**config.mk**
```make
export PLATFORM = sky130hd
export DESIGN_NAME = lane_frame_accumulator
export DESIGN_NICKNAME = d
export VERILOG_FILES = /design/src/rtl/uart_acc_pkg.sv /design/src/rtl/acc_lane.sv /design/src/rtl/lane_frame_accumulator.sv
export SDC_FILE = /design/constraint.sdc
export NUM_CORES = 1
export LEC_CHECK = 0
export CAP_MARGIN = 5
export CORE_ASPECT_RATIO = 2
export CORE_UTILIZATION = 50
export DETAILED_ROUTE_END_ITERATION = 10
export GPL_ROUTABILITY_DRIVEN = 0
export PLACE_DENSITY = 0.78
export RECOVER_POWER = 50
export SLEW_MARGIN = 5
export SYNTH_ARGS = -nofsm -noshare
export SYNTH_HDL_FRONTEND = slang
export SYNTH_SLANG_ARGS = --single-unit
export TNS_END_PERCENT = 5
```
**constraint.sdc**
```tcl
create_clock -name clk -period 1.9 [get_ports clk]
set_input_delay 0.38 -clock clk [delete_from_list [all_inputs] [get_ports clk]]
set_output_delay 0.38 -clock clk [all_outputs]
set_load 0.05 [all_outputs]
```
**src/rtl/uart_acc_pkg.sv**
```systemverilog
// Shared defaults and arithmetic-mode constants for the lane frame accumulator.
package uart_acc_pkg;

  localparam int ACC_W_DEF  = 6;
  localparam int ACC_WC_DEF = 4;
  localparam int ACC_N_DEF  = 8;

  localparam int ACC_WRAP = 0;
  localparam int ACC_SAT  = 1;

  // Sample counter width; a one-sample frame still needs a 1-bit counter.
  function automatic int acc_cnt_width(input int n);
    return (n <= 1) ? 1 : $clog2(n);
  endfunction

endpackage

```
**src/rtl/acc_lane.sv**
```systemverilog
// One W-bit lane adder with wrap or saturate behaviour and a carry flag.
module acc_lane
  import uart_acc_pkg::*;
#(
  parameter int W   = ACC_W_DEF,
  parameter int SAT = ACC_WRAP
) (
  input  logic [W-1:0] a,
  input  logic [W-1:0] b,
  output logic [W-1:0] r,
  output logic         c
);

  logic [W:0] s;

  always_comb begin
    s = {1'b0, a} + {1'b0, b};
    c = s[W];
    if ((SAT == ACC_SAT) && s[W]) begin
      r = '1;
    end else begin
      r = s[W-1:0];
    end
  end

endmodule

```
**src/rtl/lane_frame_accumulator.sv**
```systemverilog
// Sums Wc packed unsigned lanes over frames of N_ACC accepted samples and
// presents each frame sum through a one-entry output buffer.
module lane_frame_accumulator
  import uart_acc_pkg::*;
#(
  parameter int W     = ACC_W_DEF,
  parameter int Wc    = ACC_WC_DEF,
  parameter int N_ACC = ACC_N_DEF,
  parameter int SAT   = ACC_WRAP
) (
  input  logic            clk,
  input  logic            rst,
  input  logic            clr,
  input  logic            in_valid,
  output logic            in_ready,
  input  logic [Wc*W-1:0] x,
  output logic            out_valid,
  input  logic            out_ready,
  output logic [Wc*W-1:0] y,
  output logic [Wc-1:0]   ovf
);

  localparam int CW = acc_cnt_width(N_ACC);
  localparam logic [CW-1:0] LAST_CNT = CW'(N_ACC - 1);

  logic [Wc*W-1:0] acc;
  logic [Wc*W-1:0] sum;
  logic [Wc-1:0]   ovf_acc;
  logic [Wc-1:0]   carry;
  logic [CW-1:0]   cnt;
  logic            last;
  logic            accept;
  logic            done;

  for (genvar i = 0; i < Wc; i++) begin : g_lane
    acc_lane #(
      .W   (W),
      .SAT (SAT)
    ) u_lane (
      .a (acc[i*W +: W]),
      .b (x[i*W +: W]),
      .r (sum[i*W +: W]),
      .c (carry[i])
    );
  end

  // Handshakes: a transfer happens on a rising edge where valid && ready.
  // Input stalls only when the closing sample would overwrite an undelivered
  // result; in_ready depends on clr/out_ready/state, never on in_valid.
  assign last     = (cnt == LAST_CNT);
  assign in_ready = !clr && !(last && out_valid && !out_ready);
  assign accept   = in_valid && in_ready;
  assign done     = accept && last;

  always_ff @(posedge clk or negedge rst) begin
    if (!rst) begin
      acc     <= '0;
      cnt     <= '0;
      ovf_acc <= '0;
    end else if (clr) begin
      acc     <= '0;
      cnt     <= '0;
      ovf_acc <= '0;
    end else if (accept) begin
      if (last) begin
        acc     <= '0;
        cnt     <= '0;
        ovf_acc <= '0;
      end else begin
        acc     <= sum;
        cnt     <= cnt + 1'b1;
        ovf_acc <= ovf_acc | carry;
      end
    end
  end

  // A completing frame takes priority, so a same-cycle drain and refill
  // keeps out_valid high with no bubble.
  always_ff @(posedge clk or negedge rst) begin
    if (!rst) begin
      y         <= '0;
      ovf       <= '0;
      out_valid <= 1'b0;
    end else if (done) begin
      y         <= sum;
      ovf       <= ovf_acc | carry;
      out_valid <= 1'b1;
    end else if (out_valid && out_ready) begin
      out_valid <= 1'b0;
    end
  end

endmodule
```
# == After elaboration in Yosys (flattened, before gate mapping) ==
# Index checks and enable logic that the tools add are counted.
# totals
ff_bits,60
inputBits,29
out_inout_bits,30
# op_classes
n_addsub,5
eq_ne,1
mux,11
bitwise,1
n_reduce_logical,11
# ops
operator,count
24-bit two-way mux,3
6-bit by 6-bit adder with 7-bit output,4
4-bit two-way mux,3
3-bit two-way mux,3
1-bit logical AND,6
4-bit OR,1
2-bit nonzero test,2
3-bit by 1-bit adder with 3-bit output (second input constant),1
3-bit == test (second input constant),1
1-bit zero test,3
1-bit two-way mux,2

# == Longest topological paths before layout ==
# depth
ltp_word,8
depth_mapped,8

# == Modules after synthesis ==
# From an unflattened synthesis, not the netlist that was laid out.
# unflattened
cells_unflattened,263
hier_area_um2,3250.6
# modules_own_cells
mod,instances,cells_each,area_each_um2,seq_area_each_um2
lane_frame_accumulator,1,151,2292.2,1501.4
acc_lane (g_lane[0].u_lane ...),3,28,242.7,0.0
acc_lane (g_lane[1].u_lane),1,28,230.2,0.0

# == Worst setup path before layout ==
# Ideal clock, no wire load.
# synth_path
kind,register to output
from,register out_valid
to,output port in_ready
arrival_time_ps,1601
required_time_ps,1520
setup_slack_ps,-81
path_stages_with_launch,3
n_path_buf,0
path_cell_list,dfrtp_1 nor2b_1 a21oi_1
# synth_between
elab_chain_cells,4
# synth_lines
item,line,text
start: declaration,lane_frame_accumulator.sv:17,"output logic out_valid,"
start signal: assignment,lane_frame_accumulator.sv:83,out_valid <= 1'b0;
start signal: assignment,lane_frame_accumulator.sv:87,out_valid <= 1'b1;
start signal: assignment,lane_frame_accumulator.sv:89,out_valid <= 1'b0;
1-bit logical AND (2 in series),lane_frame_accumulator.sv:51,assign in_ready = !clr && !(last && out_valid && !out_ready);
1-bit zero test,lane_frame_accumulator.sv:51,
1-bit logical AND,lane_frame_accumulator.sv:51,
end: declaration,lane_frame_accumulator.sv:15,"output logic in_ready,"
# No other way between the ends.

# == Worst setup path after layout ==
# layout_path
from,register cnt[0]
to,output port in_ready
# layout_between
elab_chain_cells,5
# layout_lines
item,line,text
start: declaration,lane_frame_accumulator.sv:30,logic [CW-1:0] cnt;
start signal: assignment,lane_frame_accumulator.sv:71,cnt <= cnt + 1'b1;
3-bit == test,lane_frame_accumulator.sv:50,assign last = (cnt == LAST_CNT);
1-bit logical AND (2 in series),lane_frame_accumulator.sv:51,
1-bit zero test,lane_frame_accumulator.sv:51,
1-bit logical AND,lane_frame_accumulator.sv:51,
# No other way between the ends.

==> results.md <==
- 1st-iter DRT viols: 81
- Io pins: 59
- CP startpoint: cnt[0]
- Post-Synth Simple-Gate Area: 13.6%
- WL/cell: 16.4 µm
- CTS clock-pin slew for the worst setup and hold paths: 50 ps
- Antenna Nets Post-Route: 0
- Count of input and output buffers: 58
- Initial Util: 51.7%
- Setup_tns: 0 ps
- RSZ-0062 raised after global routing: true
- Worst endpoint required time: 1520 ps
- Layout cell share with drive strength beyond 1: 21.5%
- # nets final: 458
- Final Max Tran Viols: 26
- Internal power: 2720 µW
- Synthesized area per cell: 10.6 µm²
- Worst Hold Class: input pin to asynchronous set/reset pin
- Max Root-Sink Buffers: 2
- Crit path kind: flop to primary output
- Seq pwr share: 38.2%
- Tmin final: 1860 ps
- Cells after synthesis: 304
- Sw frac: 26.1%
- Synth warn: 0
- Design area: 0.00443 mm²
- CTS Root Cell: clkbuf_16
- GRT overflow: 0
- Pre-CTS setup slack: -325 ps
- Worst Skew: 7.28 ps
- XOR/XNOR share of the synthesized area: 2.16%
- Crit path DAT: 1480 ps
- Cell row count: 41
- Area grow syn2layout: 37.0%
- CP Launch Type: flop
- Die height: 116 µm
- Number of global-route vias before repair: 2,822
- Max Fclk: 0.537 GHz
- Syn nets: 363
- Total track usage: 25.1%
- Clock Sinks: 60
- Antenna cell count: 0
- Final setup fails: 0
- Post-CTS setup buffer count: 0
- Slew HR: -0.839%
- Post-synthesis cell area: 0.00324 mm²
- Total number of vias: 2,757
- Failing checks: max-capacitance violations, max-slew violations
- First drt pass iteration count: 4
- Status: finished with violations
- Period utilization: 98.0%
- Core area: 0.00626 mm²
- Combinational Power Share: 20.7%
- DPL Wire Length: 5550 µm
- TritonCTS buffer count: 9
- Core Util, Final: 70.8%
- Mux cell area share after synthesis: 4.17%
- Post-route setup slack: 38.0 ps
- Leakage Power: 0.00216 µW
- Final Total Pwr: 3680 µW
- Power Dens Cells: 829 mW/mm²
- Compound-Gate Fraction of Synth Area: 17.7%
- Routed WL: 8020 µm
- Placed instance area: 0.00413 mm²
- Max-Cap Viols: 1
- CP Capture Type: primary output
- Later-pin clock latency in the skew report: 330 ps
- Slew @ Worst Pin: 1510 ps
- Seq cells post-synth: 60
- DRC errors left: 0
- Htree depth: 3
- Full die area: 0.00682 mm²
- First-pass GRT wire length: 12,700 µm
- Crit-path max FO: 4
- Largest family of logic cells by synthesized area: compound AO/OA/AOI/OAI gates
- CTS tree: built
- Hold Fails Final Rpt: 0
- Initial antenna violation count: 0
- DR vias/cell: 5.63
- Post-Synth Adder-Cell Area: 12.5%
- R2R Path Start: cnt[0]
- Post-synth cell types: 33
- Post-CTS Hold Buffers: 0
- Sequential element share of the synthesized area: 46.4%
- Max VDD drop: 707 µV
- Fill cells: 471
- Largest net degree at the start of global routing: 32
- Switching Power: 958 µW
- Part of the power in the clock network: 41.1%
- Die W: 58.9 µm
==> placed cells by master (no fill, tap or decap), drive strengths merged, types with 12 or more instances in the layout <==
master          n
clkbuf         26
nand2          36
clkdlybuf4s50  37
o21ai          22
a22o           17
dfrtp          60
ha             26
a21oi          17
mux2           12
buf            44
inv            12
==> per-layer routing <==
metal / share of wire, % / global-route usage [%] / wire (µm)
met5: 0 / 0 / 0
met4: 3.3 / 13.0 / 261
met3: 3.4 / 5.13 / 270
met2: 56 / 44.6 / 4500
met1: 37 / 27.3 / 3000
==> worst paths after layout <==
check	end	slack (ps)	cells past startpoint
min in group clk	y[1]	480	2
setup reg to reg	y[11]	80	7
setup / recovery	in_ready	40	4
hold / removal	acc[6]	410	1
max in group asynchronous	cnt[1]	590	2
hold reg to reg	y[1]	480	2
==> power by group through the flow <==
| stage | sequential, µW | combinational (µW) | clock [µW] |
|---|---|---|---|
| after global routing | 1410 | 839 | 1590 |
| after floorplan | 1420 | 419 | 0 |
| final | 1410 | 761 | 1510 |
| after detailed placement | 1420 | 725 | 0 |
| after CTS | 1400 | 738 | 1540 |
| after global placement | 1420 | 698 | 0 |
==> timing repair <==
action | in CTS | in global routing
pin swaps | 1 | 2
setup endpoints to repair | 5 | 18
gates resized for setup | 5 | 15
==> synthesized netlist by cell type (all sizes together) <==
cell type  instances  area, µm²
inv               12       45.0
dfrtp             60       1500
or3                1       6.26
buf               10       65.1
and2               3       18.8
nand3             11       55.1
mux2              12        135
nor2b              6       37.5
nand3b             1       7.51
fa                 4       80.1
o21ai             22        110
a21oi             17       85.1
o31a               4       35.0
nor2               9       33.8
nand4             10       62.6
xnor2              8       70.1
nor3               6       55.1
a221oi             2       17.5
ha                26        325
a21o               6       45.0
nand2b             1       6.26
clkbuf             1       3.75
a22o              17        149
nand2             36        138
a211o              8       70.1
o21a               4       30.0
o31ai              4       30.0
nor4               3       18.8
==> kinds of logic (layout without fill, tap and decap cells) <==
logic type      after synthesis  after routing
xor+xnor                      8              8
compound gates               84             84
mux                          12             12
buf+inv                      23            123
simple gates                 87             87
fa+ha+maj                    30             30
flops                        60             60
==> sequential cells by signal (all words and copies together), names as in the netlist <==
signal	cells
y	24
cnt	3
out_valid	1
ovf_acc	4
ovf	4
acc	24
==> per-stage QoR <==
stage | hold slack [ps] | instances
final | 412 | 490
after global routing | 522 | 490
after CTS | 84.1 | 490
after detailed placement | 434 | 474
after global placement | 421 | 474
after floorplan | 84.4 | 304
==> critical path: stages (launching register included) <==
cell	delay, ps
dfrtp_1	400
ha_1	250
ha_4	190
a21oi_2	160
buf_12	150
==> layout make-up <==
cell class                      count  area [µm²]  share of cell area, %
Multi-Input combinational cell    221        1690                   38.0
Timing Repair Buffer               95         810                   18.3
Clock inverter                      1        5.00                  0.113
Tap cell                           86         108                   2.43
Clock buffer                       15         278                   6.27
Sequential cell                    60        1500                   33.9
Inverter                           12        45.0                   1.02
Power figures use the tool's default switching activity.
==> RTL change 1: new RTL, config.mk and constraints unchanged <==
The package constant `ACC_WC_DEF` goes from 4 to 6.
--- a/src/rtl/uart_acc_pkg.sv
+++ b/src/rtl/uart_acc_pkg.sv
@@ -3,5 +3,5 @@
 
   localparam int ACC_W_DEF  = 6;
-  localparam int ACC_WC_DEF = 4;
+  localparam int ACC_WC_DEF = 6;
   localparam int ACC_N_DEF  = 8;
 
Interface: changed (resized ovf, x and y); port bits go from 59 to 85. No check against the original RTL was run, so the function may have changed too.
==> RTL change 1 against the unedited design <==
The flow finishes with violations (design-rule violations). Wire length up 47%. Setup slack got worse by 0.0030 ns. Cell count grew 42%. Total power grew 42%. Synthesized cell count increased by 47%. Maximum frequency shrank 0.16%. Final area rose by 45%. Sequential share of layout area up 0.27 points. Critical path depth shrank 3. Synthesized area grew 45%. Register-to-register slack improved by 0.02 ns. Die area rose by 44%. Sequential cell count increased by 28. Largest cell class unchanged.
==> RTL change 1: results (changes against the unedited design) <==
r2r_end: "y[17]"
grt_usage_pct: 25.4  # +0.27 points
violations: "design-rule violations"
numCtsBuffers: 9  # unchanged
maxSlewHeadroom_pct: 19.2  # +20 points
r2r_slack_ns: 0.10  # +0.02 ns
worstPathMaxFanout: 2  # -2
final_nets: 675  # +47%
status: "complete, but fails checks"
grt_max_degree: 89  # +180%
antenna_cells: 0  # unchanged
grt_pass1_vias: 4212  # +49%
numPortBuffers: 84  # +45%
synth_area_leaders: "dfrtp_1 47%, ha_1 10%, nand2_1 4.2%, a22o_1 4.1%, mux2_2 3.6%"
via_per_inst: 5.80  # +3.0%
irDropWorstVdd_uv: 664  # -6.1%
yosysWarnings: 0  # unchanged
cp_top_family: "buffers and inverters"
wire_per_inst_um: 16.9  # +3.4%
syn_nets: 532  # +47%
rr_worst_depth: 7  # unchanged
p_switching_mw: 1.34  # +40%
reg_top3: "acc x36, y x36"
drive_gt1_share_pct: 21.7  # +0.15 points
yosysSeqAreaShare_pct: 47.0  # +0.60 points
drtIter0Drc: 244  # +200%
drc: 11  # +11
cpPeakStageDelay_ns: 0.80  # +0.40 ns
whs_ns: 0.411  # -0.00184 ns
cpMaxStageDelayCell: "clkdlybuf4s50_1"
dr.pass1.iters: 8  # +4
p_leak_nw: 3.27  # +51%
grt_pass1_wl_um: 19300  # +52%
nFillCells: 679  # +44%
dp_hpwl_um: 8480  # +53%
fin_worst_skew_ns: 0.00753  # +0.000255 ns
[RTL change 1: power by group through the flow]
stage / Combinational, mW / Sequential [mW] / Clock, mW
finish: 1.15 / 2.06 / 2.02
global route: 1.27 / 2.07 / 2.14
CTS: 1.14 / 2.06 / 2.06
detailed placement: 1.13 / 2.09 / 0
global placement: 1.08 / 2.08 / 0
floorplan: 0.614 / 2.08 / 0
[RTL change 1: layout make-up]
class | count | area share, %
clock buffer | 11 | 3.76
clock inverter | 5 | 1.61
inverter | 18 | 1.05
multi-input combinational | 323 | 37.5
sequential | 88 | 34.1
tap | 102 | 1.98
timing repair buffer | 150 | 20.0
[RTL change 1: routing by layer]
layer | global-route usage (%) | part of all wire (%) | vias to the layer above | routed length (µm)
met2 | 47.4 | 55 | 110 | 6540
met3 | 3.20 | 3.8 | 22 | 452
met4 | 12.2 | 3.1 | 0 | 361
li1 | - | - | 1917 | -
met1 | 27.6 | 38 | 1992 | 4450
met5 | 0 | 0 | - | 0
[RTL change 1: logic make-up after synthesis]
family | share of synthesized area [%]
compound gates | 18.1
xor+xnor | 2.24
fa+ha+maj | 12.7
buf+inv | 3.36
flops | 47.0
mux | 3.60
simple gates | 13.0
[RTL change 1: metrics by stage]
stage	area (µm²)	util, %	instances	total power, mW	setup slack (ns)
after global routing	6450	71.1	697	5.48	-0.0289
after detailed placement	6080	67.0	681	3.21	-0.382
after CTS	6440	71.0	697	5.26	-0.0138
after global placement	6080	67.0	681	3.16	-0.319
after floorplan	4690	-	447	2.70	0.0561
final	6450	71.1	697	5.23	0.0349
[RTL change 1: worst max path at each step]
stage | startpoint | cells past startpoint | endpoint
after floorplan | out_valid | 4 | y[15]
after global placement | x[18] | 8 | y[22]
after detailed placement | x[0] | 8 | y[4]
after CTS | x[6] | 8 | y[10]
after global routing | x[12] | 9 | ovf[2]
final | y[0] | 1 | y[0]
[RTL change 1: timing repair]
item                                    4_1_cts  5_1_grt
resized for setup                             6       29
gates cloned                                  0        0
endpoints found under the setup margin        4       35
hold buffers                                  0        0
pin swaps                                     1        5
==> RTL change 2: new RTL, same flow settings <==
Made on the original files. Register the output `ovf` once more, cleared by the reset; this adds one clock of latency there. The other outputs are not delayed to match.
--- a/src/rtl/lane_frame_accumulator.sv
+++ b/src/rtl/lane_frame_accumulator.sv
@@ -23,4 +23,6 @@
   localparam int CW = acc_cnt_width(N_ACC);
   localparam logic [CW-1:0] LAST_CNT = CW'(N_ACC - 1);
+
+  logic [Wc-1:0] ovf_s0;
 
   logic [Wc*W-1:0] acc;
@@ -80,9 +82,9 @@
     if (!rst) begin
       y         <= '0;
-      ovf       <= '0;
+      ovf_s0    <= '0;
       out_valid <= 1'b0;
     end else if (done) begin
       y         <= sum;
-      ovf       <= ovf_acc | carry;
+      ovf_s0    <= ovf_acc | carry;
       out_valid <= 1'b1;
     end else if (out_valid && out_ready) begin
@@ -91,3 +93,11 @@
   end
 
+  always_ff @(posedge clk or negedge rst) begin
+    if (!rst) begin
+      ovf <= '0;
+    end else begin
+      ovf <= ovf_s0;
+    end
+  end
+
 endmodule
Function: changed (a bounded check fails within 10 cycles, from zero or initial values and one cycle with rst low).
==> RTL change 2 against the unedited design <==
The run still ends with max-capacitance violations, max-slew violations left. Core utilization fell by 2.1 points. Setup slack got worse by 0.0037 ns. Hold slack got worse by 0.034 ns. First-iteration DRC count fell by 8.6%. Critical path depth fell by 3. Final area rose by 1.9%. Wire length fell by 1.5%. Maximum frequency fell by 0.20%. Non-clock buffer count fell by 2. Synthesized area rose by 4.4%. Die area rose by 4.2%. Sequential cell count rose by 4. Cell count rose by 0.61%. Total power rose by 1.2%. Critical path type unchanged.
==> RTL change 2: results (changes against the unedited design) <==
status: "complete, but fails checks"
violations: "max-capacitance violations, max-slew violations"
worstPathMaxFanout: 2  # -2
clk_latency_ns: 0.32
dp_cells: 478  # +0.84%
synth_common_cells: "64 x dfrtp_1, 38 x nand2_1, 26 x ha_1"
wl_um: 7910  # -1.5%
p_sw_share_pct: 25.5  # -0.55 points
slew_viol_final: 65  # +150%
cts_root_buf: "clkbuf_16"
cpPeakStageDelay_ns: 0.80  # +0.40 ns
power_clock_mw: 1.50
drtIter0Drc: 74  # -8.6%
antenna_cells: 0  # unchanged
ctsHtreeMaxLevel: 3  # unchanged
numCtsBuffers: 9  # unchanged
cp_top_family: "buffers and inverters"
antenna_found_initial: 0  # unchanged
yosysWarnings: 0  # unchanged
fin_cells: 493  # +0.61%
irDropWorstVdd_uv: 627  # -11%
dr.pass1.iters: 4  # unchanged
drive_gt1_share_pct: 23.7  # +2.2 points
drv_cap: 1  # unchanged
r2r_slack_ns: 0.10  # +0.02 ns
final_nets: 461  # +0.66%
p_leak_nw: 2.22  # +2.8%
maxSlewHeadroom_pct: -5.50  # -4.7 points
r2r_start: "cnt[0]"
syn_nets: 369  # +1.7%
synth_area_leaders: "dfrtp_1 47%, ha_1 9.6%, a22o_1 4.4%, nand2_1 4.2%, mux2_2 4.0%"
syn_inst: 310  # +2.0%
place_ws_ns: -0.381  # -0.0560 ns
cpMaxStageDelayCell: "clkdlybuf4s50_1"
grt_usage_pct: 24.9  # -0.28 points
yosys_most_used_dff: "dfrtp_1"
min_to: "ovf[1]"
dp_hpwl_um: 5700  # +2.6%
hp-class: "reg -> reg"
reg_top3: "acc x24, y x24"
grt_pass1_wl_um: 13200  # +3.7%
fin_worst_skew_ns: 0.00351  # -0.00377 ns
dpl_cell_area_um2: 4230  # +2.5%
pg_comb_mw: 0.733  # -3.7%
worst-setup-path-type: "reg -> out"
yosysSeqAreaShare_pct: 47.4  # +1.0 points
grt_pass1_vias: 2933  # +3.9%
grt_max_degree: 65  # +100%
cts_max_path_buffers: 2  # unchanged
synthArstFlopShare_pct: 100  # unchanged
r2r_end: "ovf_s0[3]"
vias: 2752  # -0.18%
clk_pin_slew_ns: 0.05  # about the same
critical_path_arrival_ns: 1.49
synth.distinct_cells: 34  # +3.0%
numPortBuffers: 58  # unchanged
==> RTL change 2: kinds of logic after synthesis <==
| kind of cell | Yosys count | synth area share, % |
|---|---|---|
| XOR/XNOR | 8 | 2.07 |
| AO/OA/AOI/OAI | 86 | 17.7 |
| adder cells (fa/ha/maj) | 30 | 12.0 |
| AND/OR/NAND/NOR | 86 | 12.4 |
| multiplexers | 12 | 4.00 |
| flip-flops | 64 | 47.4 |
| buffers and inverters | 24 | 4.33 |
==> RTL change 2: what timing repair did <==
| item | in CTS | in global routing |
|---|---|---|
| setup endpoints to repair | 5 | 20 |
| gates cloned | 0 | 0 |
| pin swaps | 0 | 3 |
| resized for setup | 3 | 17 |
| buffers inserted | 0 | 1 |
==> RTL change 2: worst max-delay path by stage <==
stage / depth (start not counted) / slack (ns) / from / to
3_3_place_gp: 8 / -0.35 / x[0] / y[4]
6_report: 1 / 0.03 / y[8] / y[8]
2_1_floorplan: 4 / 0.11 / out_valid / y[10]
4_1_cts: 8 / -0.03 / x[6] / y[10]
3_5_place_dp: 8 / -0.38 / x[0] / y[4]
5_1_grt: 8 / -0.03 / x[12] / y[16]
==> RTL change 2: per-layer routing <==
metal,GRT usage [%],wire length (µm)
met1,26.6,2960
met2,43.8,4470
met3,4.27,229
met4,12.8,251
met5,0,0
==> RTL change 2: area by class of cell <==
class | count | area (µm²)
fill | 511 | 2050
multi-input combinational | 222 | 1680
sequential | 64 | 1600
timing repair buffer | 93 | 803
clock buffer | 14 | 274
tap | 88 | 110
inverter | 12 | 45.0
==> RTL change 2: metrics by stage <==
step                hold slack [ns]  total power, mW
floorplan                    0.0844             1.94
global placement              0.362             2.19
detailed placement            0.368             2.22
CTS                          0.0822             3.74
global route                  0.388             3.90
finish                        0.378             3.72
